**src/rtl/mul_sequencer_if.sv**
```systemverilog
// rtl/mul_sequencer_if.sv - request/result bundle between the core controller and the multiplier
interface mul_sequencer_if #(
  parameter int WIDTH = 32
);
  logic             start;
  logic             op_signed;
  logic             long_mul;
  logic [WIDTH-1:0] a;
  logic [WIDTH-1:0] b;
  logic             busy;
  logic             done;
  logic [WIDTH-1:0] result_lo;
  logic [WIDTH-1:0] result_hi;
  logic             flag_n;
  logic             flag_z;

  // Controller side: issues operands, consumes the product.
  modport master (
    output start, op_signed, long_mul, a, b,
    input  busy, done, result_lo, result_hi, flag_n, flag_z
  );

  // Multiplier side.
  modport slave (
    input  start, op_signed, long_mul, a, b,
    output busy, done, result_lo, result_hi, flag_n, flag_z
  );
endinterface

```
**src/rtl/mul_sequencer.sv**
```systemverilog
// rtl/mul_sequencer.sv - iterative radix-2 shift-add multiplier with sign fix-up and flags
module mul_sequencer #(
  parameter int WIDTH = 32
) (
  input  logic          clk,
  input  logic          reset,
  mul_sequencer_if.slave bus
);

  localparam int CNT_W = (WIDTH > 1) ? $clog2(WIDTH) : 1;

  localparam logic [1:0] S_IDLE = 2'd0;
  localparam logic [1:0] S_RUN  = 2'd1;
  localparam logic [1:0] S_SIGN = 2'd2;
  localparam logic [1:0] S_DONE = 2'd3;

  logic [1:0]         state_q,  state_d;
  logic [WIDTH-1:0]   mcand_q,  mcand_d;
  logic [WIDTH-1:0]   acc_hi_q, acc_hi_d;
  // Low accumulator half starts out holding the multiplier and fills with
  // product bits from the top as the multiplier is shifted out the bottom.
  logic [WIDTH-1:0]   acc_lo_q, acc_lo_d;
  logic [CNT_W-1:0]   count_q,  count_d;
  logic               neg_q,    neg_d;
  logic               long_q,   long_d;
  logic [WIDTH-1:0]   res_lo_q, res_lo_d;
  logic [WIDTH-1:0]   res_hi_q, res_hi_d;
  logic               fn_q,     fn_d;
  logic               fz_q,     fz_d;

  logic [WIDTH-1:0]   a_abs;
  logic [WIDTH-1:0]   b_abs;
  logic [WIDTH:0]     sum;
  logic [2*WIDTH-1:0] prod;
  logic [2*WIDTH-1:0] prod_fin;

  // Magnitudes of the operands; -2^(W-1) maps onto the unsigned value 2^(W-1).
  always_comb begin
    a_abs = (bus.op_signed && bus.a[WIDTH-1]) ? (~bus.a + 1'b1) : bus.a;
    b_abs = (bus.op_signed && bus.b[WIDTH-1]) ? (~bus.b + 1'b1) : bus.b;
  end

  // Datapath: conditional add of the multiplicand and the final sign correction.
  always_comb begin
    sum      = {1'b0, acc_hi_q} + (acc_lo_q[0] ? {1'b0, mcand_q} : '0);
    prod     = {acc_hi_q, acc_lo_q};
    prod_fin = neg_q ? (~prod + 1'b1) : prod;
  end

  // Control FSM and next-state for all registers.
  always_comb begin
    state_d  = state_q;
    mcand_d  = mcand_q;
    acc_hi_d = acc_hi_q;
    acc_lo_d = acc_lo_q;
    count_d  = count_q;
    neg_d    = neg_q;
    long_d   = long_q;
    res_lo_d = res_lo_q;
    res_hi_d = res_hi_q;
    fn_d     = fn_q;
    fz_d     = fz_q;
    case (state_q)
      S_IDLE: begin
        if (bus.start) begin
          mcand_d  = a_abs;
          acc_lo_d = b_abs;
          acc_hi_d = '0;
          count_d  = '0;
          neg_d    = bus.op_signed & (bus.a[WIDTH-1] ^ bus.b[WIDTH-1]);
          long_d   = bus.long_mul;
          state_d  = S_RUN;
        end
      end
      S_RUN: begin
        acc_hi_d = sum[WIDTH:1];
        acc_lo_d = {sum[0], acc_lo_q[WIDTH-1:1]};
        count_d  = count_q + 1'b1;
        if (count_q == CNT_W'(WIDTH - 1)) begin
          state_d = S_SIGN;
        end
      end
      S_SIGN: begin
        // Results are loaded here so they are already visible while done is high.
        res_lo_d = prod_fin[WIDTH-1:0];
        res_hi_d = long_q ? prod_fin[2*WIDTH-1:WIDTH] : '0;
        fn_d     = long_q ? prod_fin[2*WIDTH-1] : prod_fin[WIDTH-1];
        fz_d     = long_q ? ~|prod_fin : ~|prod_fin[WIDTH-1:0];
        state_d  = S_DONE;
      end
      S_DONE: begin
        state_d = S_IDLE;
      end
      default: begin
        state_d = S_IDLE;
      end
    endcase
  end

  // State registers; an asynchronous reset aborts any operation and clears results.
  always_ff @(posedge clk or posedge reset) begin
    if (reset) begin
      state_q  <= S_IDLE;
      mcand_q  <= '0;
      acc_hi_q <= '0;
      acc_lo_q <= '0;
      count_q  <= '0;
      neg_q    <= 1'b0;
      long_q   <= 1'b0;
      res_lo_q <= '0;
      res_hi_q <= '0;
      fn_q     <= 1'b0;
      fz_q     <= 1'b0;
    end else begin
      state_q  <= state_d;
      mcand_q  <= mcand_d;
      acc_hi_q <= acc_hi_d;
      acc_lo_q <= acc_lo_d;
      count_q  <= count_d;
      neg_q    <= neg_d;
      long_q   <= long_d;
      res_lo_q <= res_lo_d;
      res_hi_q <= res_hi_d;
      fn_q     <= fn_d;
      fz_q     <= fz_d;
    end
  end

  assign bus.busy      = (state_q != S_IDLE);
  assign bus.done      = (state_q == S_DONE);
  assign bus.result_lo = res_lo_q;
  assign bus.result_hi = res_hi_q;
  assign bus.flag_n    = fn_q;
  assign bus.flag_z    = fz_q;

endmodule

```
**src/flat_wrapper.sv**
```systemverilog
// flat-port wrapper written by rule: the top's interface ports become plain ports
module mul_sequencer_flat 
#(
  parameter int WIDTH = 32
)
  (clk, reset, bus_start, bus_op_signed, bus_long_mul, bus_a, bus_b, bus_busy, bus_done, bus_result_lo, bus_result_hi, bus_flag_n, bus_flag_z);
  mul_sequencer_if #(.WIDTH(WIDTH)) bus_i ();
  input  logic clk;
  input  logic reset;
  input wire logic [$bits(bus_i.start)-1:0] bus_start;
  input wire logic [$bits(bus_i.op_signed)-1:0] bus_op_signed;
  input wire logic [$bits(bus_i.long_mul)-1:0] bus_long_mul;
  input wire logic [$bits(bus_i.a)-1:0] bus_a;
  input wire logic [$bits(bus_i.b)-1:0] bus_b;
  output wire logic [$bits(bus_i.busy)-1:0] bus_busy;
  output wire logic [$bits(bus_i.done)-1:0] bus_done;
  output wire logic [$bits(bus_i.result_lo)-1:0] bus_result_lo;
  output wire logic [$bits(bus_i.result_hi)-1:0] bus_result_hi;
  output wire logic [$bits(bus_i.flag_n)-1:0] bus_flag_n;
  output wire logic [$bits(bus_i.flag_z)-1:0] bus_flag_z;
  assign bus_i.start = bus_start;
  assign bus_i.op_signed = bus_op_signed;
  assign bus_i.long_mul = bus_long_mul;
  assign bus_i.a = bus_a;
  assign bus_i.b = bus_b;
  assign bus_busy = bus_i.busy;
  assign bus_done = bus_i.done;
  assign bus_result_lo = bus_i.result_lo;
  assign bus_result_hi = bus_i.result_hi;
  assign bus_flag_n = bus_i.flag_n;
  assign bus_flag_z = bus_i.flag_z;
  mul_sequencer #(.WIDTH(WIDTH)) u_core (.clk(clk), .reset(reset), .bus(bus_i));
endmodule
```
**config.mk**
```make
export PLATFORM = sky130hd
export DESIGN_NAME = mul_sequencer_flat
export DESIGN_NICKNAME = d
export VERILOG_FILES = /design/src/rtl/mul_sequencer_if.sv /design/src/rtl/mul_sequencer.sv /design/src/flat_wrapper.sv
export SDC_FILE = /design/constraint.sdc
export NUM_CORES = 1
export LEC_CHECK = 0
export ABC_AREA = 1
export CAP_MARGIN = 20
export CORE_MARGIN = 5
export CORE_UTILIZATION = 42
export CTS_CLUSTER_DIAMETER = 100
export DETAILED_ROUTE_END_ITERATION = 16
export PLACE_DENSITY_LB_ADDON = 0.25
export SYNTH_ARGS = -nofsm -noshare
export SYNTH_HDL_FRONTEND = slang
export SYNTH_SLANG_ARGS = --single-unit
```
**constraint.sdc**
```tcl
create_clock -name clk -period 14.6 [get_ports clk]
set_input_delay 2.92 -clock clk [delete_from_list [all_inputs] [get_ports clk]]
set_output_delay 2.92 -clock clk [all_outputs]
set_load 0.03 [all_outputs]
```
==> metrics list <==
* Achievable Freq: 0.184 GHz
- Cell taking the most area after synthesis: dfrtp_1
- RSZ-0062 raised after global routing: false
- Synthesis handed over a netlist of 1888 instances.
* Worst slack, placed: 7.99 ns
* Via count of the first global-routing pass: between 10000 and 15000
- Entering global routing, the biggest net connects 101 pins.
- Seq/Total Area, Yosys: 0.342
- For the worst-skew pair, the clock arrives at the later sink with an insertion delay of 0.44 ns.
* PD cells: around 210 nW/um^2
- For this design the top-level I/O count stands at 137.
- Placed wire-length estimate after detailed placement: 30700 um
- The routed layout has approximately 13000 vias.
* DP Cell Count: 2359
- In the layout the commonest cells are nand2_1 (564), nor2_1 (242), o21ai_0 (182).
* Number of flops mapped to enable cells by yosys: 0
- In the routed design, unresolved DRC markers number 0.
- At the pin with the least slew margin, the transition time is roughly 1.1 ns.
* Post-Syn Area per Cell: 6.63 um^2
* Die W: approximately 180 um
- Worst Clk Skew: 0.0166 ns
* Top cells by area, synth: dfrtp_1 (34%), nand2_1 (17%), o21ai_0 (7.3%), nor2_1 (7.3%), inv_1 (5.1%)
- TritonCTS built the clock tree.
* Total routing resource utilization after global routing: 0.230
* Most common cell after layout, fill and taps aside: nand2_1
* Path class of the lowest-slack min-delay path: reg2reg
* Routed WL per cell: between 15 and 20 um
- Number of buffers inserted for hold repair after clock tree synthesis: 0
* Fraction of met1 tracks used by global routing: 0.340
- Counting the buffers created by CTS gives 17.
* Critical setup path kind: in2reg
* Layout overhead on the synthesized area: 18.6%
* Final critical-path setup slack: between 9 and 10 ns
* Endpoint required time on the critical path: 14.96 ns
* Top fanout value on the critical path: ~70
* Primary FF master, synth: dfrtp_1
- Number of vias per cell: 5.29
* Layer carrying the most global-route usage: met2
* Vertical extent of the die: 183 um
- After clock tree synthesis, the clock-pin slew on the worst setup and hold paths is about 0.070 ns.
- 0 antenna diodes ended up in the layout.
- Of all flip-flops after synthesis, the portion carrying an async set or reset was 1.00.
* Number of buffers inserted by port buffering: 136
- Combined area of all synthesized cells: 12500 um^2
* Period utilisation layout: 0.371
* Clock root cell: clkbuf_16
- The finished layout holds around 2400 standard cells, fillers aside.
* Iteration count of the initial detailed-routing pass: 5
- Total die area: roughly 33000 um^2
- Total gr overflow: 0
- Of the cells placed in the final design, the portion with a size suffix greater than 1 is 0.0494.
- Post-synthesis sequential element count: 171
* Final sum of negative setup slack: 0 ns
- When the netlist entered floorplanning its net count stood at 2000.
- IR analysis of the VDD net gives a maximum drop of 0.000112 V.
* Status: finished clean
- The number of antenna violations at the first check in global routing is 0.
- Count of different cell masters after synthesis: 50
- For the worst setup path, the data arrival time is 5.78 ns.
* Maximum root-to-sink buffer count: 2
- Capturing element type of the critical path: register
* Last weighted congestion value of the routability-driven placer: just under 1
- Pins over their slew limit: 0
- Final Net Count: 2103
* Nature of the critical path startpoint: primary input
* Number of warnings issued by yosys: 0
- The initial utilization of the core area, before any placement, comes to 0.424.
* Aggregate routed wire length: 38700 um
* Leak pwr: 7.12 nW
* Global-route track usage on met3: 0.0233
* Remaining antenna violation count after routing: 0
* Post-CTS setup buffers: 0
- Max Cap Viol: 0
- Setup violators final: 0
- Headroom to the max-slew limit came out at 0.293.
- The initialized floorplan defines 63 standard-cell rows.
- Post-CTS repair changed the size of 0 cells.
- The total count of hold-check failures in the final report was 0.
- GR Util met2: 0.360
- Share of the synthesized area in the top cell type: 0.342
- Total number of H-tree levels: 4
- Num Clock Sinks: 171
* Std-Cell Core Area: slightly below 30000 um^2
- Fin Hold WS: between 0.4 and 0.5 ns
- The first routing iteration left around 1100 violations.
* Final critical delay including setup and external delays: 5.42 ns
- Wire length of the first global-routing pass: 62200 um
-- per-stage QoR --
stage               utilization  power [W]  instance area (um^2)
floorplan                     -    0.00209                 12500
global placement          0.480    0.00267                 14200
detailed placement        0.480    0.00269                 14200
CTS                       0.500    0.00315                 14800
global route              0.502    0.00345                 14900
finish                    0.502    0.00318                 14900
-- synth_stat cells (3+ instances only) --
library cell	count
a211oi_1	3
a21oi_1	101
a31oi_1	9
buf_2	3
clkbuf_1	53
dfrtp_1	171
ha_1	42
inv_1	170
inv_2	7
nand2_1	565
nand2_2	13
nand2_4	4
nand3_1	113
nand4_1	20
nor2_1	242
nor2_2	5
nor2_4	5
nor3_1	12
nor3_2	3
nor4_1	9
o211ai_1	14
o21a_1	3
o21ai_0	182
o21ai_1	9
o21ai_4	3
o22ai_1	14
o31ai_1	6
or2_2	7
xnor2_1	11
xor2_1	62
-- worst max-delay path: stages --
cell and delay [ns]:
clkdlybuf4s50_1 0.49, nand2_2 0.55, o21ai_4 0.21, buf_4 0.57
clkinv_1 0.39, buf_12 0.27, a21oi_1 0.14, o21ai_0 0.10
o21ai_0 0.09
-- kinds of logic (layout without fill, tap and decap cells) --
kind of cell               count (synthesis)  count (layout)  share of synthesized area
buffers and inverters                    241             357                     0.0742
DFF                                      171             171                      0.342
and+or+nand+nor                         1005            1005                      0.334
AOI/OAI and AO/OA                        355             355                      0.155
xor gates and xnor gates                  73              73                     0.0511
adders and majority gates                 43              43                     0.0436
-- worst paths after layout --
kind	start	endpoint	slack, ns	cells after the start
min in group asynchronous	reset	u_core.bus.result_hi[29]	3.06	2
min	u_core.bus.result_hi[19]	u_core.bus.result_hi[19]	0.48	2
min reg2reg	u_core.bus.result_hi[19]	u_core.bus.result_hi[19]	0.48	2
max	bus_start	u_core.acc_lo_q[24]	9.18	9
max in group asynchronous	reset	u_core.neg_q	10.05	3
max reg2reg	u_core.state_q[0]	u_core.acc_lo_q[24]	11.32	10
-- power breakdown --
group | switching, W | internal [W] | leakage [nW]
clock | 0.000222 | 0.000233 | 0.289
sequential | 0.000208 | 0.000682 | 2.18
combinational | 0.00123 | 0.000613 | 4.65
-- registers in the layout, summed over array words and instances (netlist names) --
register and flops:
u_core.state_q 2, u_core.bus.flag_z 1, u_core.neg_q 1, u_core.bus.result_hi 32, u_core.bus.flag_n 1, u_core.mcand_q 32
u_core.long_q 1, u_core.acc_lo_q 32, u_core.acc_hi_q 32, u_core.count_q 5, u_core.bus.result_lo 32
-- layer usage --
metal | routed length [um] | part of all wire
met5 | 0 | 0
met1 | 18300 | 0.47
met4 | 825 | 0.021
met2 | 16900 | 0.44
met3 | 2730 | 0.070
-- final cells by class --
class,instances,area [um^2]
fill,3091,14700
multi-input combinational,1476,7330
sequential,171,4280
timing repair buffer,145,1480
inverter,180,686
tap,390,488
clock buffer,18,439
clock inverter,14,148
Note: power is estimated with default switching activity, not from simulation.
